`config.mk`:
```
export PLATFORM = sky130hd
export DESIGN_NAME = hazard_stall_unit
export DESIGN_NICKNAME = d
export VERILOG_FILES = /design/src/rtl/hazard_stall_unit_pkg.sv /design/src/rtl/hazard_stall_unit_detect.sv /design/src/rtl/hazard_stall_unit.sv
export SDC_FILE = /design/constraint.sdc
export NUM_CORES = 1
export LEC_CHECK = 0
export CAP_MARGIN = 40
export CELL_PAD_IN_SITES_DETAIL_PLACEMENT = 1
export CELL_PAD_IN_SITES_GLOBAL_PLACEMENT = 1
export CORE_ASPECT_RATIO = 0.9
export CORE_MARGIN = 10
export CORE_UTILIZATION = 35
export DETAILED_ROUTE_END_ITERATION = 7
export GPL_TIMING_DRIVEN = 0
export PLACE_DENSITY_LB_ADDON = 0.1
export SLEW_MARGIN = 15
export SYNTH_ARGS = -nofsm -noshare
export SYNTH_HDL_FRONTEND = slang
export SYNTH_SLANG_ARGS = --single-unit
```
`constraint.sdc`:
```
create_clock -name clk -period 2.7 [get_ports clk]
set_input_delay 0.54 -clock clk [delete_from_list [all_inputs] [get_ports clk]]
set_output_delay 0.54 -clock clk [all_outputs]
set_load 0.02 [all_outputs]
```
`src/rtl/hazard_stall_unit_pkg.sv`:
```
// hazard_stall_unit_pkg: shared widths, FSM and stall-demand encodings for the hazard stall unit
package hazard_stall_unit_pkg;
  localparam int DEF_REG_W = 5;
  localparam int DEF_CNT_W = 32;
  localparam int ZERO_REG = 0;
  typedef enum logic {RUN = 1'b0, HOLD = 1'b1} state_t;
  typedef enum logic [1:0] {NEED_NONE = 2'd0, NEED_ONE = 2'd1, NEED_TWO = 2'd2} need_t;
endpackage

```
`src/rtl/hazard_stall_unit_detect.sv`:
```
// hazard_detect: combinational register-match logic producing the stall demand for the ID instruction
module hazard_detect
  import hazard_stall_unit_pkg::*;
#(
  parameter int W = DEF_REG_W
) (
  input  logic [W-1:0] rs_i,
  input  logic [W-1:0] rt_i,
  input  logic         uses_rt_i,
  input  logic         is_branch_i,
  input  logic [W-1:0] ex_rd_i,
  input  logic         ex_mem_read_i,
  input  logic         ex_reg_write_i,
  input  logic [W-1:0] mem_rd_i,
  input  logic         mem_mem_read_i,
  output need_t        need_o
);
  logic m_ex;
  logic m_mem;
  // $zero never creates a dependency; Rt only counts when the ID instruction reads it
  always_comb begin
    m_ex = (ex_rd_i != W'(ZERO_REG)) && ((rs_i == ex_rd_i) || (uses_rt_i && (rt_i == ex_rd_i)));
    m_mem = (mem_rd_i != W'(ZERO_REG)) && ((rs_i == mem_rd_i) || (uses_rt_i && (rt_i == mem_rd_i)));
    need_o = (is_branch_i && ex_mem_read_i && m_ex) ? NEED_TWO :
             (ex_mem_read_i && m_ex) ? NEED_ONE :
             (is_branch_i && ex_reg_write_i && !ex_mem_read_i && m_ex) ? NEED_ONE :
             (is_branch_i && mem_mem_read_i && m_mem) ? NEED_ONE : NEED_NONE;
  end
endmodule

```
`src/rtl/hazard_stall_unit.sv`:
```
// hazard_stall_unit: load-use / ID-branch stall and flush controller with saturating perf counters
module hazard_stall_unit
  import hazard_stall_unit_pkg::*;
#(
  parameter int REG_W = DEF_REG_W,
  parameter int CNT_W = DEF_CNT_W
) (
  input  logic             clk,
  input  logic             rst,
  input  logic [REG_W-1:0] Rs,
  input  logic [REG_W-1:0] Rt,
  input  logic             id_usesRt,
  input  logic             id_isBranch,
  input  logic [REG_W-1:0] id_exRdDest,
  input  logic             id_exMemRead,
  input  logic             id_exRegWrite,
  input  logic [REG_W-1:0] ex_memRdOut,
  input  logic             ex_memMemRead,
  input  logic             branch_taken,
  input  logic             mem_stall,
  output logic             pc_write,
  output logic             if_id_write,
  output logic             id_ex_bubble,
  output logic             if_id_flush,
  output logic [CNT_W-1:0] stall_cnt,
  output logic [CNT_W-1:0] flush_cnt
);
  state_t           state_q, state_d;
  logic [1:0]       rem_q, rem_d;
  logic [CNT_W-1:0] stall_cnt_q, flush_cnt_q;
  need_t            need;
  logic             stall;
  logic             flush;

  hazard_detect #(.W(REG_W)) u_detect (
    .rs_i           (Rs),
    .rt_i           (Rt),
    .uses_rt_i      (id_usesRt),
    .is_branch_i    (id_isBranch),
    .ex_rd_i        (id_exRdDest),
    .ex_mem_read_i  (id_exMemRead),
    .ex_reg_write_i (id_exRegWrite),
    .mem_rd_i       (ex_memRdOut),
    .mem_mem_read_i (ex_memMemRead),
    .need_o         (need)
  );

  // state register; reset aborts any stall in progress
  always_ff @(posedge clk) begin
    if (!rst) begin
      state_q <= RUN;
      rem_q   <= 2'd0;
    end else begin
      state_q <= state_d;
      rem_q   <= rem_d;
    end
  end

  // next state: HOLD ignores the hazard inputs and leaves once its remaining count runs out
  always_comb begin
    state_d = mem_stall ? state_q :
              (state_q == HOLD) ? ((rem_q <= 2'd1) ? RUN : HOLD) :
              (need == NEED_TWO) ? HOLD : RUN;
    rem_d   = mem_stall ? rem_q :
              (state_q == HOLD) ? rem_q - 2'd1 :
              (need == NEED_TWO) ? 2'd1 : rem_q;
  end

  // output decode: reset forces a bubble, a memory freeze silences everything
  always_comb begin
    stall        = (state_q == HOLD) || (need != NEED_NONE);
    flush        = rst && !mem_stall && !stall && branch_taken;
    pc_write     = rst && !mem_stall && !stall;
    if_id_write  = rst && !mem_stall && !stall;
    id_ex_bubble = !rst || (!mem_stall && stall);
    if_id_flush  = flush;
  end

  // saturating performance counters, frozen during a memory freeze
  always_ff @(posedge clk) begin
    if (!rst) begin
      stall_cnt_q <= '0;
      flush_cnt_q <= '0;
    end else if (!mem_stall) begin
      if (stall && !(&stall_cnt_q)) stall_cnt_q <= stall_cnt_q + 1'b1;
      if (flush && !(&flush_cnt_q)) flush_cnt_q <= flush_cnt_q + 1'b1;
    end
  end

  assign stall_cnt = stall_cnt_q;
  assign flush_cnt = flush_cnt_q;
endmodule

```
==> qor.yml <==
run_status: "finished clean"
critPathRequiredTime_ps: 2160
clkTransAtPathRegs_ps: 60
start_util_pct: 35.4
reg2reg_to: "flush_cnt[13]$_SDFFE_PN0P_"
crit_end: "if_id_write"
clk_latency_ps: 340
layout_common_cells: "72 x clkdlybuf4s50_1, 67 x dfxtp_1, 41 x a21oi_1"
stdcell_area_um2: 5180
grt_max_degree: 12
finalPower_mw: 2.39
areaGrowthSynthToFinish_pct: 44.1
ir_drop_mv: 0.266
worstSetupEndpointType: "output pin"
place_area_um2: 4720
critPathMaxStageDelay_ps: 360
cap_violations: 0
grt_pass1_vias: 4077
route.met2.wl_mm: 6.54
cts_root_buf: "clkbuf_16"
syn_inst: 445
dp_cells: 670
nets: 594
fmax_mhz: 376
worstHoldPathCells: 2
htreeDepth: 3
grt_pass1_wl_mm: 21.3
hp-class: "reg2reg"
drc: 0
min_period_over_period_pct: 98.5
firstDrtPassIters: 4
numPortBuffers: 96
cts_buffer_depth: 2
r2r_setup_slack_ps: 210
synth_edf_count: 0
wire_per_inst_um: 19.2
powerDensity_nw_per_um2: 461
vias: 3849
reg2reg_depth: 9
pin_count: 97
cp.arrival_ps: 2120
fill_cells: 1211
drtIter0Drc: 157
wl_met3_um: 726
cts_tree: "built"
seq_area_frac_synth_pct: 37.3
crit_top_cell: "buf_4"
antenna_found_initial: 0
viasPerCell: 5.53
fin_hold_ws_ps: 507
grt-ovfl-total: 0
mappedNetlistArea_um2: 3600
ys_ff_latch: 67
finalHoldViolCount: 0
leakagePower_nw: 1.72
coreArea_um2: 10200
fin_tns_setup_ps: 0
relSlewSlack_pct: 58.1
routabilityCongestion: 0.784
dpl_worst_slack_ps: -1170
n_antenna_cell: 0
syn_area_per_cell_um2: 8.09
drv_slew: 0
die_h_um: 116
ys_types: 43
drive_gt1_share_pct: 11.6
period_needed_ps: 2660
post-dp-hpwl_mm: 9.73
cp_max_fo: 3
ant_nets: 0
crit_chain: "buf_4 -> or3_4 -> o311a_4 -> buf_4 -> a21oi_4 -> and4_4 -> clkdlybuf4s15_2"
crit_slowest_cell: "or3_4"
track_usage_pct: 17.7
final_cells: 696
tightest_slew_ps: 629
yosysWarnings: 0
die_w_um: 127
cts_buffers: 9
synthesis.nets: 477
startpoint_type: "primary input"
skew_ps: 6.18
setup_violations: 0
cts_sinks: 67
final_common_cell: "clkdlybuf4s50_1"
hold_buffers: 0
wirelength_mm: 13.4
async_reset_ff_share_pct: 0
reg2reg_from: "flush_cnt[0]$_SDFFE_PN0P_"
fp-row-count: 35
dr.max_layer_used: "met4"
synth_ff_type: "dfxtp_1"
die_area_um2: 14700
critPathKind: "in2out"
setup_ws_ps: 39.7
utilization_pct: 51.0
cp-startpoint: "ex_memRdOut[3]"
wl_met1_mm: 5.97
-- registers in the layout, indices dropped and copies added (netlist names) --
name / flops
flush_cnt: 32
rem_q: 2
stall_cnt: 32
state_q: 1
-- cell usage after synthesis, types with 3 or more instances --
master	instances	share of area, %
a21oi_1	43	6.0
and2_1	10	1.7
and3_1	5	0.87
and4_1	6	1.5
buf_2	5	0.70
clkbuf_1	11	1.1
dfxtp_1	67	37
ha_1	3	1.0
inv_1	13	1.4
mux2i_1	4	1.1
nand2_1	40	4.2
nand2b_1	4	0.70
nand3_1	23	3.2
nand4_1	33	5.7
nor2_1	32	3.3
nor3_1	7	0.97
o21a_1	3	0.63
o21ai_0	17	2.4
o21ai_1	10	1.4
o31ai_1	11	2.3
or3_1	26	4.5
or4_1	10	2.1
xnor2_1	24	5.8
xor2_1	15	3.7
-- power by group --
group | internal [mW] | total [mW] | switching, mW
sequential | 0.991 | 0.993 | 0.00250
clock | 0.739 | 1.20 | 0.458
combinational | 0.0870 | 0.202 | 0.115
-- worst min-delay path by stage --
stage / from / endpoint / slack, ps
6_report: flush_cnt[10]$_SDFFE_PN0P_ / flush_cnt[10]$_SDFFE_PN0P_ / 510
3_3_place_gp: flush_cnt[31]$_SDFFE_PN0P_ / flush_cnt[31]$_SDFFE_PN0P_ / 480
4_1_cts: flush_cnt[14]$_SDFFE_PN0P_ / flush_cnt[14]$_SDFFE_PN0P_ / 510
3_5_place_dp: flush_cnt[10]$_SDFFE_PN0P_ / flush_cnt[10]$_SDFFE_PN0P_ / 500
5_1_grt: flush_cnt[10]$_SDFFE_PN0P_ / flush_cnt[10]$_SDFFE_PN0P_ / 530
2_1_floorplan: rem_q[1]$_SDFFE_PN0P_ / rem_q[1]$_SDFFE_PN0P_ / 470
-- routing by layer --
metal,GRT usage [%],up-vias
met4,4.93,0
met5,0,-
met1,20.9,1899
met3,5.17,9
li1,-,1866
met2,30.5,75
-- what timing repair did --
item                       in CTS  in global routing
resized for setup              59                 20
setup buffers                   4                  7
setup endpoints to repair      43                 38
cloned                          0                  0
pin swaps                      14                  9
-- worst max-delay path: cells and delay by family --
family,cells,cell delay (ps)
AND/OR/NAND/NOR,2,610
buffers and inverters,3,520
AO/OA/AOI/OAI,2,440
-- area by class of cell --
class | count | area [um2] | share of cell area (%)
multi-input cells | 348 | 2240 | 43.2
flip-flops and latches | 67 | 1340 | 25.9
repair buffers | 107 | 1020 | 19.8
clock buffers | 12 | 246 | 4.75
well taps | 129 | 161 | 3.11
plain buffers | 16 | 72.6 | 1.40
clock inverters | 4 | 50.0 | 0.965
inverters | 13 | 48.8 | 0.941
-- cells by family after synthesis --
logic type	Yosys count	synth area share (%)
xor gates and xnor gates	39	9.49
adders and majority gates	3	1.04
muxes	4	1.11
buffers and inverters	30	3.41
AOI/OAI and AO/OA	96	16.0
and+or+nand+nor	206	31.7
DFF	67	37.3
No activity file was read; power rests on OpenSTA's default activity.
